## src/rtl/pwm_pkg.sv

```systemverilog
// Shared types and defaults for the multi-channel PWM block.
package pwm_pkg;

    typedef enum logic {PWM_EDGE, PWM_CENTER} pwm_mode_e;

    localparam int DEF_WIDTH    = 8;
    localparam int DEF_CHANNELS = 4;

endpackage

```

## src/rtl/pwm_deadtime.sv

```systemverilog
// Complementary output pair with dead time, one instance per channel.
// Only built when PWM_DEADTIME_EN is defined.
`ifdef PWM_DEADTIME_EN
module pwm_deadtime
    import pwm_pkg::*;
#(
    parameter int DEADTIME_W = 4
) (
    input  logic                  clk,
    input  logic                  reset,
    input  logic                  enable,
    input  logic [DEADTIME_W-1:0] deadtime,
    input  logic                  pwm_i,
    output logic                  hi_o,
    output logic                  lo_o
);

    typedef enum logic [1:0] {BOTH_OFF, HI_ON, LO_ON} dt_state_e;

    dt_state_e             state_q, state_d;
    logic [DEADTIME_W-1:0] dcnt_q, dcnt_d;

    always_comb begin
        state_d = state_q;
        dcnt_d  = dcnt_q;
        unique case (state_q)
            BOTH_OFF: begin
                // Counter runs from the partner's falling edge, not from pwm_i.
                if (dcnt_q != '0) begin
                    dcnt_d = dcnt_q - 1'b1;
                end else begin
                    state_d = pwm_i ? HI_ON : LO_ON;
                end
            end
            HI_ON: begin
                if (!pwm_i) begin
                    if (deadtime == '0) begin
                        state_d = LO_ON;
                    end else begin
                        state_d = BOTH_OFF;
                        dcnt_d  = deadtime - 1'b1;
                    end
                end
            end
            LO_ON: begin
                if (pwm_i) begin
                    if (deadtime == '0) begin
                        state_d = HI_ON;
                    end else begin
                        state_d = BOTH_OFF;
                        dcnt_d  = deadtime - 1'b1;
                    end
                end
            end
            default: state_d = BOTH_OFF;
        endcase
        if (!enable) begin
            state_d = BOTH_OFF;
            dcnt_d  = '0;
        end
    end

    always_ff @(posedge clk or negedge reset) begin
        if (!reset) begin
            state_q <= BOTH_OFF;
            dcnt_q  <= '0;
        end else begin
            state_q <= state_d;
            dcnt_q  <= dcnt_d;
        end
    end

    assign hi_o = (state_q == HI_ON);
    assign lo_o = (state_q == LO_ON);

endmodule
`endif

```

## src/rtl/pwm_multi.sv

```systemverilog
// Multi-channel PWM: shared prescaled counter, edge/center modes, shadowed settings.
// Define PWM_DEADTIME_EN for complementary outputs with dead time.
module pwm_multi
    import pwm_pkg::*;
#(
    parameter int WIDTH      = DEF_WIDTH,
    parameter int CHANNELS   = DEF_CHANNELS,
    parameter int PRESCALE_W = 8
`ifdef PWM_DEADTIME_EN
    ,
    parameter int DEADTIME_W = 4
`endif
) (
    input  logic                      clk,
    input  logic                      reset,
    input  logic                      enable,
    input  logic [PRESCALE_W-1:0]     prescale,
    input  logic [WIDTH-1:0]          period,
    input  logic                      center_mode,
    input  logic [CHANNELS*WIDTH-1:0] duty,
    input  logic                      load,
    output logic                      update_pending,
    output logic                      period_start,
`ifdef PWM_DEADTIME_EN
    input  logic [DEADTIME_W-1:0]     deadtime,
    output logic [CHANNELS-1:0]       pwm_out_n,
`endif
    output logic [CHANNELS-1:0]       pwm_out
);

    logic [PRESCALE_W-1:0]     pre_q, pre_d;
    logic [WIDTH-1:0]          cnt_q, cnt_d;
    logic                      down_q, down_d;
    logic [WIDTH-1:0]          period_a_q, period_a_d;
    logic [WIDTH-1:0]          period_p_q, period_p_d;
    pwm_mode_e                 mode_a_q, mode_a_d;
    pwm_mode_e                 mode_p_q, mode_p_d;
    logic [CHANNELS*WIDTH-1:0] duty_a_q, duty_a_d;
    logic [CHANNELS*WIDTH-1:0] duty_p_q, duty_p_d;
    logic                      pend_q, pend_d;
    logic                      pstart_q, pstart_d;
    logic [CHANNELS-1:0]       pwm_q, pwm_d;
    logic                      tick, boundary;

    always_comb begin
        tick       = (pre_q == prescale);
        pre_d      = tick ? '0 : pre_q + 1'b1;
        cnt_d      = cnt_q;
        down_d     = down_q;
        boundary   = 1'b0;
        period_a_d = period_a_q;
        mode_a_d   = mode_a_q;
        duty_a_d   = duty_a_q;
        period_p_d = period_p_q;
        mode_p_d   = mode_p_q;
        duty_p_d   = duty_p_q;
        pend_d     = pend_q;

        if (tick) begin
            if (mode_a_q == PWM_EDGE) begin
                if (cnt_q >= period_a_q) begin
                    cnt_d    = '0;
                    boundary = 1'b1;
                end else begin
                    cnt_d = cnt_q + 1'b1;
                end
            end else if (period_a_q == '0) begin
                cnt_d    = '0;
                down_d   = 1'b0;
                boundary = 1'b1;
            end else if (!down_q) begin
                cnt_d  = cnt_q + 1'b1;
                down_d = (cnt_d == period_a_q);
            end else begin
                cnt_d = cnt_q - 1'b1;
                if (cnt_q == WIDTH'(1)) begin
                    down_d   = 1'b0;
                    boundary = 1'b1;
                end
            end
        end

        // Shadow transfer happens before a same-cycle load is captured.
        if (pend_q && (!enable || boundary)) begin
            period_a_d = period_p_q;
            mode_a_d   = mode_p_q;
            duty_a_d   = duty_p_q;
            pend_d     = 1'b0;
            cnt_d      = '0;
            down_d     = 1'b0;
        end
        if (load) begin
            period_p_d = period;
            mode_p_d   = center_mode ? PWM_CENTER : PWM_EDGE;
            duty_p_d   = duty;
            pend_d     = 1'b1;
        end
        if (!enable) begin
            pre_d  = '0;
            cnt_d  = '0;
            down_d = 1'b0;
        end

        for (int i = 0; i < CHANNELS; i++) begin
            pwm_d[i] = enable && (cnt_q < duty_a_q[i*WIDTH +: WIDTH]);
        end
        pstart_d = enable && boundary;
    end

    always_ff @(posedge clk or negedge reset) begin
        if (!reset) begin
            pre_q      <= '0;
            cnt_q      <= '0;
            down_q     <= 1'b0;
            period_a_q <= '0;
            mode_a_q   <= PWM_EDGE;
            duty_a_q   <= '0;
            period_p_q <= '0;
            mode_p_q   <= PWM_EDGE;
            duty_p_q   <= '0;
            pend_q     <= 1'b0;
            pstart_q   <= 1'b0;
            pwm_q      <= '0;
        end else begin
            pre_q      <= pre_d;
            cnt_q      <= cnt_d;
            down_q     <= down_d;
            period_a_q <= period_a_d;
            mode_a_q   <= mode_a_d;
            duty_a_q   <= duty_a_d;
            period_p_q <= period_p_d;
            mode_p_q   <= mode_p_d;
            duty_p_q   <= duty_p_d;
            pend_q     <= pend_d;
            pstart_q   <= pstart_d;
            pwm_q      <= pwm_d;
        end
    end

    assign update_pending = pend_q;
    assign period_start   = pstart_q;

`ifdef PWM_DEADTIME_EN
    for (genvar i = 0; i < CHANNELS; i++) begin : g_dt
        pwm_deadtime #(
            .DEADTIME_W(DEADTIME_W)
        ) u_dt (
            .clk     (clk),
            .reset   (reset),
            .enable  (enable),
            .deadtime(deadtime),
            .pwm_i   (pwm_q[i]),
            .hi_o    (pwm_out[i]),
            .lo_o    (pwm_out_n[i])
        );
    end
`else
    assign pwm_out = pwm_q;
`endif

endmodule

```

## config.mk

```make
export PLATFORM = sky130hd
export DESIGN_NAME = pwm_multi
export DESIGN_NICKNAME = d
export VERILOG_FILES = /design/src/rtl/pwm_pkg.sv /design/src/rtl/pwm_deadtime.sv /design/src/rtl/pwm_multi.sv
export SDC_FILE = /design/constraint.sdc
export NUM_CORES = 1
export LEC_CHECK = 0
export CAP_MARGIN = 20
export CORE_UTILIZATION = 30
export DETAILED_ROUTE_END_ITERATION = 8
export GPL_TIMING_DRIVEN = 0
export HOLD_SLACK_MARGIN = 0.1
export SETUP_SLACK_MARGIN = 0.02
export SYNTH_ARGS = -nofsm -noshare
export SYNTH_HDL_FRONTEND = slang
export SYNTH_SLANG_ARGS = --single-unit
export TNS_END_PERCENT = 10
```

## constraint.sdc

```tcl
create_clock -name clk -period 3.3 [get_ports clk]
set_input_delay 0.495 -clock clk [delete_from_list [all_inputs] [get_ports clk]]
set_output_delay 0.495 -clock clk [all_outputs]
set_load 0.03 [all_outputs]
```

==> reports/results.md, run 1 <==
Clock network
• number of hold-repair buffers added at the cts stage: 0
• cts bufs inserted: 9
• buffers from clock root to sink, at most: 2
• worst-skew pair later-pin latency: 0.35 ns
• CTS tree: done
• Sink Count: 105
• clock slew at the register clock pins of the worst setup and hold paths: 0.07 ns
• clock root buffer master: clkbuf_16
• CTS HTree Levels: 3

Place
• number of input and output port buffers inserted: 56
• placed instance area: 6550 um^2
• dpl hpwl: 9410 um
• final estimated routing congestion in global placement: 0.819

Global routing
• total congestion overflow after global routing: 0
• global-route wire length before repair: 21500 um
• maximum number of pins on one net before global-route repair: 65
• Tot GR Track Use: 14.2%
• antenna violations before repair: 0
• number of global-route vias before repair: 4125

Cells and area
• share of final-layout standard cells stronger than drive strength 1: 19.9%
• Layout Area Growth over Synthesis: 21.4%
• fin nets: 637
• most common cell after layout, fill and taps aside: dfrtp_1
• number of inserted diodes: 0
• commonest cells after routing, fill and taps aside: dfrtp_1, clkdlybuf4s50_1, mux2_2
• Design Area, Final: 6890 um^2

Floorplan
• horizontal die dimension: 140 um
• die area: 19500 um^2
• core box area: 18300 um^2
• Die Span Y: 140 um
• boundary pin count: 59
• Initial Utilization: 31.1%
• row count: 49

Critical path
• capturing element type of the critical path: flip-flop
• endpoint required time on the critical path: 3.53 ns
• arrival time reported for the critical path endpoint: 3.28 ns
• type of element launching the critical path: flip-flop
• path type of the worst setup path: flip-flop to flip-flop
• critical path endpoint: duty_a_q[9]
• R2R Path End: duty_a_q[9]
• reg2reg start: cnt_q[0]
• worst-path maximum fanout: 10
• FF-to-FF path depth: 10
• slack of the worst reg-to-reg path: 0.25 ns
• timing startpoint of the critical path: cnt_q[0]

Pwr
• Peak VDD IR: 225 uV
• Leakage: 3.20 nW
• Power per Cell Area: 494 nW/um^2

Drt
• length of the first detailed-routing pass in iterations: 4
• count of routing violations after the opening detailed-route iteration: 130
• routed length on met2: 6350 um
• ANT nets after route: 0
• wl on met1: 5870 um
• routed length on met3: 487 um
• Top Metal Used: met4
• routed via count divided by cell count: 4.93
• routed wire length: 12900 um
• total number of vias: 3835
• detail-routed net length per standard cell: 16.6 um
• DR DRC count: 0

STA
• transition time at the pin with the least slew margin: 0.676 ns
• Period minus WS final: 3.05 ns
• final hold viol count: 0
• number of max-slew violations in the final report: 0
• part of the cycle the worst path needs: 92.4%
• post-route setup TNS: 0 ns
• maximum operating frequency: 328 MHz
• Final Skew: 0.00989 ns
• Final Setup Violations: 0
• setup repair after global routing missed its margin: false
• Max-slew headroom: 54.4%

Job
• max capacitance violation total: 0

Status
• status: finished, final reports clean

Synthesis
• Seq cells post-synth: 105
• mapped cell area: 5670 um^2
• Post-Synthesis Cells: 476
• distinct cell type count of the synthesized netlist: 46
• mean instance size in the synthesized netlist: 11.9 um^2
• Synth Net Count: 569
• proportion of synthesized chip area in sequential cells: 46.3%
• Yosys warning total: 0
• proportion of synthesized flip-flops having asynchronous set or reset: 100%
• Synth Flop Type: dfrtp_1
• number of synthesized flops with an enable pin: 0

Worst hold path
• path type of the worst min-delay path: input pin to asynchronous set/reset pin

-- what timing repair did --
item / 4_1_cts / 5_1_grt
gates resized for setup: 0 / 1
buffers inserted: 0 / 0
endpoints found under the setup margin: 0 / 37
-- registers in the layout, summed over array words and instances (netlist names) --
| name | flops |
|---|---|
| duty_a_q | 32 |
| duty_p_q | 32 |
| cnt_q | 8 |
| period_a_q | 8 |
| period_p_q | 8 |
| pre_q | 8 |
| pwm_out | 4 |
| down_q | 1 |
| mode_a_q | 1 |
| mode_p_q | 1 |
| period_start | 1 |
| update_pending | 1 |
-- per-layer routing --
layer / track usage [%] / up-vias
met1: 17.9 / 1915
met2: 24.4 / 73
met5: 0 / -
met4: 4.68 / 0
li1: - / 1831
met3: 2.62 / 16
-- power by group --
group / internal [W] / total (W) / switching (W)
logic: 0.000362 / 0.000617 / 0.000255
registers: 0.00145 / 0.00157 / 0.000121
clock network: 0.000742 / 0.00122 / 0.000473
-- layout make-up --
type                    count  area (um^2)
multi-input cells         313         2810
repair buffers             57          586
flip-flops and latches    105         2630
plain buffers              19          101
well taps                 229          287
clock buffers              11          233
clock inverters             5          104
inverters                  39          146
fillers                  1787        11400
-- Yosys cell counts, types with 6 or more instances --
cell type,count,area (um^2)
dfrtp_1,105,2630
mux2_2,46,518
ha_1,40,500
inv_1,39,146
mux2_4,37,556
nor2_1,26,97.6
xor2_1,18,158
o21ai_0,16,80.1
clkbuf_1,15,56.3
nand2_1,15,56.3
nand3_1,10,50.1
a21o_1,9,67.6
nor4_1,9,56.3
a211oi_1,8,60.1
or4_1,8,60.1
xnor2_1,6,52.6
-- metrics by stage --
stage	hold WS [ns]	util, %	cells	setup WS (ns)	power (W)
floorplan	0.199	-	476	0.809	0.00198
global placement	0.486	35.7	761	-2.16	0.00219
detailed placement	0.489	35.8	762	0.113	0.00222
CTS	0.150	37.7	778	0.0860	0.00345
global route	0.172	37.7	778	0.0420	0.00359
finish	0.133	37.7	778	0.252	0.00340
-- cell families after synthesis --
kind of cell    after synthesis  share of synthesized area [%]
flops                       105                           46.3
simple gates                 96                           8.73
mux                          84                           19.1
compound gates               69                           8.95
buf+inv                      58                           4.37
fa+ha+maj                    40                           8.82
xor+xnor                     24                           3.71
-- how the worst min path moves through the flow --
stage                        end  cells past startpoint    startpoint
floorplan               cnt_q[0]                      0         reset
global placement     duty_a_q[0]                      1   duty_p_q[0]
detailed placement  duty_a_q[30]                      1  duty_p_q[30]
CTS                     pre_q[2]                      1         reset
global route            pre_q[2]                      1         reset
finish                  pre_q[2]                      1         reset
-- critical path, cell delays in order (launching register included) --
cell and delay (ns):
dfrtp_1 0.42, clkbuf_1 0.41, inv_1 0.14, ha_1 0.34, nor2b_1 0.11, o21ai_0 0.14, a21oi_4 0.34, a211oi_4 0.12
o21ai_4 0.35, buf_6 0.24, mux2_4 0.31
(Power assumes the default switching activity.)
==> run 2: changes to the inputs <==
Settings changed: CORE_UTILIZATION 30 to 57, PLACE_DENSITY set to 0.8.
==> run 2 against run 1 <==
  * Via count grew 1.9%
  * Count of clock-buffer cells in the layout decreased by 1
  * Setup slack worse by 0.055 ns
  * Cell count is 12% lower
  * Sequential share of layout area rose by 1.4 points
  * Global-route usage up 10 points
  * Non-clock buffer count unchanged
  * Critical path type unchanged
  * Critical endpoint is now duty_a_q[28]
  * Largest cell class unchanged
  * Highest routed layer unchanged
==> reports/results.md, run 2 (synthesized netlist as in run 1, its figures left out) <==
Global routing
• maximum number of pins on one net before global-route repair: 66, +1.5%
• GR Util met3: 3.24%, +0.63 points
• total congestion overflow after global routing: 0, unchanged
• Tot GR Track Use: 24.5%, +10 points
• Global Route met1 Usage: 30.9%, +13 points
• number of global-route vias before repair: 3890, -5.7%
• global-route wire length before repair: 19000 um, -12%
• antenna violations before repair: 0, unchanged
• met2 Track Usage GR: 41.4%, +17 points
• most congested layer reported by global routing: met2

Clock network
• clock slew at the register clock pins of the worst setup and hold paths: 0.10 ns, +0.03 ns
• CTS HTree Levels: 3, unchanged
• CTS tree: done
• buffer count from post-CTS setup fixing: 0, unchanged
• worst-skew pair later-pin latency: 0.37 ns, +0.02 ns
• cts bufs inserted: 9, unchanged
• Sink Count: 105, unchanged
• clock root buffer master: clkbuf_8
• buffers from clock root to sink, at most: 2, unchanged

Floorplan
• core box area: 9730 um^2, -47%
• Die Span Y: 102 um, -27%
• Initial Utilization: 58.3%, +27 points
• row count: 36, -27%
• die area: 10400 um^2, -47%
• horizontal die dimension: 102 um, -27%
• boundary pin count: 59, unchanged

Critical path
• Largest stage delay, worst path: 0.44 ns, +0.02 ns
• type of element launching the critical path: flip-flop
• crit-path cells: clkbuf_1 -> inv_1 -> ha_1 -> nor2b_1 -> o21ai_0 -> a21oi_4 -> a211oi_4 -> o21ai_4 -> buf_6 -> mux2_4
• capturing element type of the critical path: flip-flop
• WP buf/inv: 3, unchanged
• cell class contributing the biggest share of worst-path delay: compound AO/OA/AOI/OAI gates
• FF-to-FF path depth: 10, unchanged
• endpoint required time on the critical path: 3.56 ns, +0.03 ns
• arrival time reported for the critical path endpoint: 3.36 ns, +0.08 ns
• path type of the worst setup path: flip-flop to flip-flop
• Slowest cell on crit path: clkbuf_1
• worst-path maximum fanout: 10, unchanged
• total stage count of the critical path: 10, unchanged

Drt
• length of the first detailed-routing pass in iterations: 4, unchanged
• DR DRC count: 0, unchanged
• count of routing violations after the opening detailed-route iteration: 148, +14%
• detail-routed net length per standard cell: 17.2 um, +3.7%
• ANT nets after route: 0, unchanged
• routed via count divided by cell count: 5.74, +16%
• routed wire length: 11700 um, -9.2%
• total number of vias: 3906, +1.9%

Cells and area
• largest registers ranked by flip-flop count: duty_a_q: 32 flops, duty_p_q: 32 flops
• number of inserted diodes: 0, unchanged
• fillers: 747, -58%
• commonest cells after routing, fill and taps aside: dfrtp_1, clkdlybuf4s50_1, mux2_2
• Layout Area Growth over Synthesis: 17.2%
• Layout Cells excl Fill: 681, -12%
• Design Area, Final: 6650 um^2, -3.5%
• fin nets: 637, unchanged
• share of final-layout standard cells stronger than drive strength 1: 20.1%, +0.22 points
• most common cell after layout, fill and taps aside: dfrtp_1

Place
• dpl hpwl: 8400 um, -11%
• total instance count after detailed placement: 666, -13%
• worst setup slack after placement: 0.0950 ns, -0.0177 ns
• number of input and output port buffers inserted: 56, unchanged
• final estimated routing congestion in global placement: 0.883, +7.8%
• placed instance area: 6420 um^2, -1.8%

STA
• post-route setup TNS: 0 ns, unchanged
• Final Skew: 0.0104 ns, +0.000547 ns
• min setup slack post-route: 0.198 ns, -0.0545 ns
• maximum operating frequency: 322 MHz, -1.8%
• number of max-slew violations in the final report: 0, unchanged
• final hold viol count: 0, unchanged
• Max-slew headroom: 52.9%, -1.5 points
• Final Setup Violations: 0, unchanged
• part of the cycle the worst path needs: 94.0%, +1.7 points
• worst hold slack: 0.0892 ns, -0.0441 ns
• Period minus WS final: 3.10 ns, +0.0545 ns
• setup repair after global routing missed its margin: false
• transition time at the pin with the least slew margin: 0.706 ns, +0.0295 ns

Pwr
• internal power consumption: 0.00225 W, -12%
• reported net switching power: 0.000815 W, -4.2%
• part of the total power dissipated in sequential elements: 51.1%, +5.0 points
• switching fraction of total power: 26.5%, +1.6 points
• Comb pwr share: 20.2%, +2.1 points
• share of power burned in the clock network: 28.8%, -6.9 points
• Power per Cell Area: 462 nW/um^2, -6.6%
• Leakage: 3.15 nW, -1.6%
• Peak VDD IR: 288 uV, +28%

Worst hold path
• path type of the worst min-delay path: input pin to asynchronous set/reset pin

Status
• status: finished, final reports clean

Job
• max capacitance violation total: 0, unchanged

==> run 2: final timing paths <==
| check | startpoint | endpoint | slack, ns |
|---|---|---|---|
| hold / removal | reset | down_q | 0.09 |
| min in group clk | period_p_q[1] | period_a_q[1] | 0.51 |
| hold reg to reg | period_p_q[1] | period_a_q[1] | 0.51 |
| setup reg to reg | cnt_q[0] | duty_a_q[28] | 0.20 |
| max in group asynchronous | reset | duty_a_q[15] | 2.51 |
| setup / recovery | cnt_q[0] | duty_a_q[28] | 0.20 |
==> run 2: timing repair <==
item	in CTS	in global routing
hold buffers	0	0
gates resized for setup	0	1
setup endpoints to repair	0	37
==> run 2: cell type report <==
| class | instances | area [um^2] | area share, % |
|---|---|---|---|
| repair buffers | 57 | 586 | 8.81 |
| clock buffers | 10 | 138 | 2.07 |
| inverters | 39 | 146 | 2.20 |
| plain buffers | 19 | 101 | 1.52 |
| clock inverters | 5 | 78.8 | 1.19 |
| flip-flops and latches | 105 | 2630 | 39.5 |
| well taps | 133 | 166 | 2.50 |
| multi-input cells | 313 | 2810 | 42.2 |
==> run 2: layer usage <==
metal  share of wire, %  wire length (um)
met1                 44              5130
met2                 49              5780
met3                3.6               424
met4                3.2               369
met5                  0                 0
==> run 2: metrics by stage <==
| stage | util [%] | power (W) |
|---|---|---|
| floorplan | - | 0.00198 |
| global placement | 65.8 | 0.00217 |
| detailed placement | 66.0 | 0.00221 |
| CTS | 68.3 | 0.00309 |
| global route | 68.3 | 0.00322 |
| finish | 68.3 | 0.00307 |
==> run 2: power by group through the flow <==
stage                     logic (W)  clock network, W  registers [W]
final                      0.000619          0.000883        0.00157
after global routing       0.000686          0.000950        0.00159
after CTS                  0.000623          0.000904        0.00157
after detailed placement   0.000619                 0        0.00159
after global placement     0.000586                 0        0.00158
after floorplan            0.000419                 0        0.00156
==> run 2: worst reg2reg max path, cell delays in order, from the launching register on <==
cell      delay [ns]
dfrtp_1         0.42
clkbuf_1        0.44
inv_1           0.15
ha_1            0.35
nor2b_1         0.11
o21ai_0         0.14
a21oi_4         0.35
a211oi_4        0.12
o21ai_4         0.34
buf_6           0.24
mux2_4          0.32
==> run 3: changes to the inputs <==
Settings changed: GPL_ROUTABILITY_DRIVEN set to 0.
==> run 3 against run 2 <==
  * Flip-flop and latch count is the same
  * Utilization shrank 0.42 points
  * Setup slack better by 0.10 ns
  * Largest power group unchanged
  * First-iteration DRC count rose by 20%
  * Sequential share of layout area up 0.25 points
  * Non-clock buffer count is 1 higher
  * Final area shrank 0.62%
  * Cell count up 0.15%
  * Clock skew rose by 0.0038 ns
  * Register-to-register slack improved by 0.10 ns
  * Count of clock-buffer cells in the layout increased by 1
  * Largest cell class unchanged
  * Sequential power about the same
==> reports/results.md, run 3 (synthesized netlist as in run 1, its figures left out) <==
Pwr
• Peak VDD IR: 281 uV, -2.5%
• Leakage: 3.11 nW, -1.0%
• Power per Cell Area: 439 nW/um^2, -4.9%
• total design power: 0.00290 W, -5.5%

Critical path
• path type of the worst setup path: flip-flop to flip-flop
• capturing element type of the critical path: flip-flop
• arrival time reported for the critical path endpoint: 3.25 ns, -0.11 ns
• worst-path maximum fanout: 12, +2
• endpoint required time on the critical path: 3.55 ns, about the same
• type of element launching the critical path: flip-flop

STA
• setup repair after global routing missed its margin: false
• min setup slack post-route: 0.301 ns, +0.103 ns
• Max-slew headroom: 57.2%, +4.3 points
• part of the cycle the worst path needs: 90.9%, -3.1 points
• final hold viol count: 0, unchanged
• number of max-slew violations in the final report: 0, unchanged
• Final Setup Violations: 0, unchanged
• Final Skew: 0.0143 ns, +0.00385 ns
• post-route setup TNS: 0 ns, unchanged
• maximum operating frequency: 333 MHz, +3.5%
• Period minus WS final: 3.00 ns, -0.103 ns
• transition time at the pin with the least slew margin: 0.642 ns, -0.0642 ns

Place
• dpl hpwl: 8400 um, about the same
• number of input and output port buffers inserted: 56, unchanged
• worst setup slack after placement: 0.154 ns, +0.0592 ns

Floorplan
• Initial Utilization: 58.3%, unchanged
• core box area: 9730 um^2, unchanged
• horizontal die dimension: 102 um, unchanged
• die area: 10400 um^2, unchanged
• boundary pin count: 59, unchanged
• Die Span Y: 102 um, unchanged
• row count: 36, unchanged

Cells and area
• share of final-layout standard cells stronger than drive strength 1: 20.0%, -0.037 points
• fin nets: 638, +0.16%
• most common cell after layout, fill and taps aside: dfrtp_1
• number of inserted diodes: 0, unchanged
• Layout Area Growth over Synthesis: 16.5%
• commonest cells after routing, fill and taps aside: dfrtp_1, clkdlybuf4s50_1, mux2_2
• largest registers ranked by flip-flop count: duty_a_q: 32 flops, duty_p_q: 32 flops
• fillers: 735, -1.6%

Clock network
• cts bufs inserted: 9, unchanged
• CTS tree: done
• buffers from clock root to sink, at most: 2, unchanged
• buffer count from post-CTS setup fixing: 0, unchanged
• clock root buffer master: clkbuf_8
• clock slew at the register clock pins of the worst setup and hold paths: 0.10 ns, about the same
• worst-skew pair later-pin latency: 0.38 ns, about the same
• Sink Count: 105, unchanged
• CTS HTree Levels: 3, unchanged

Drt
• count of routing violations after the opening detailed-route iteration: 177, +20%
• total number of vias: 3935, +0.74%
• ANT nets after route: 0, unchanged
• DR DRC count: 0, unchanged
• detail-routed net length per standard cell: 16.9 um, -1.7%
• length of the first detailed-routing pass in iterations: 5, +1
• routed via count divided by cell count: 5.77, +0.59%
• routed wire length: 11500 um, -1.5%

Global routing
• total congestion overflow after global routing: 0, unchanged
• antenna violations before repair: 0, unchanged
• maximum number of pins on one net before global-route repair: 72, +9.1%
• global-route wire length before repair: 19300 um, +1.7%
• Tot GR Track Use: 24.7%, +0.24 points
• number of global-route vias before repair: 4083, +5.0%

Job
• max capacitance violation total: 0, unchanged

Worst hold path
• path type of the worst min-delay path: flip-flop to flip-flop

Status
• status: finished, final reports clean

==> run 3: cell count changes in the layout (fill, tap and decap cells not counted) <==
cell           change
a21oi_2            +1
a21oi_4            -1
bufinv_16          -2
clkbuf_2           +1
clkinv_2           -2
clkinvlp_4         +4
dlygate4sd3_1      +1
inv_6              -1
==> run 3: timing repair <==
item | in CTS | in global routing
hold buffers | 1 | 0
resized for setup | 0 | 2
endpoints found under the setup margin | 0 | 37
hold endpoints to repair | 34 | 0
==> run 3: where the power goes <==
group	internal [W]	switching, W	total, W
Combinational	0.000362	0.000253	0.000615
Sequential	0.00145	0.000120	0.00157
Clock	0.000291	0.000427	0.000718
==> run 3: routing by layer <==
layer  track usage, %  share of wire [%]  up-vias
li1                 -                  -     1840
met4             8.58                2.2        0
met3             5.04                5.4       30
met5                0                  0        -
met2             42.5                 50      131
met1             31.1                 43     1934
==> run 3: cell type report <==
type | count | area (um^2) | share of cell area (%)
Tap cell | 133 | 166 | 2.52
Buffer | 19 | 103 | 1.55
Clock buffer | 11 | 141 | 2.14
Inverter | 39 | 146 | 2.22
Clock inverter | 4 | 30.0 | 0.454
Sequential cell | 105 | 2630 | 39.8
Multi-Input combinational cell | 313 | 2800 | 42.3
Timing Repair Buffer | 58 | 596 | 9.01
==> run 3: path summary, 6_finish.rpt <==
kind / startpoint / end / slack (ns) / cells after the start
min in group asynchronous: reset / period_a_q[4] / 0.61 / 2
max in group asynchronous: reset / duty_a_q[2] / 1.99 / 3
setup reg to reg: cnt_q[7] / duty_a_q[5] / 0.30 / 8
hold reg to reg: duty_p_q[7] / duty_a_q[7] / 0.50 / 1
setup / recovery: cnt_q[7] / duty_a_q[5] / 0.30 / 8
hold / removal: duty_p_q[7] / duty_a_q[7] / 0.50 / 1
==> run 3: worst max-delay path: stages (launching register included) <==
cell      delay [ns]
dfrtp_1         0.68
ha_1            0.36
a211oi_1        0.26
nand3_1         0.13
a21oi_2         0.40
a211oi_4        0.13
o21ai_4         0.34
buf_6           0.24
mux2_4          0.31
==> run 3: stage by stage <==
step / util [%] / std cells / hold slack (ns) / area, um^2
global placement: 65.8 / 665 / 0.485 / 6400
detailed placement: 66.0 / 666 / 0.484 / 6420
floorplan: - / 476 / 0.199 / 5670
finish: 67.9 / 682 / 0.505 / 6610
CTS: 67.9 / 682 / 0.512 / 6610
global route: 67.9 / 682 / 0.532 / 6610
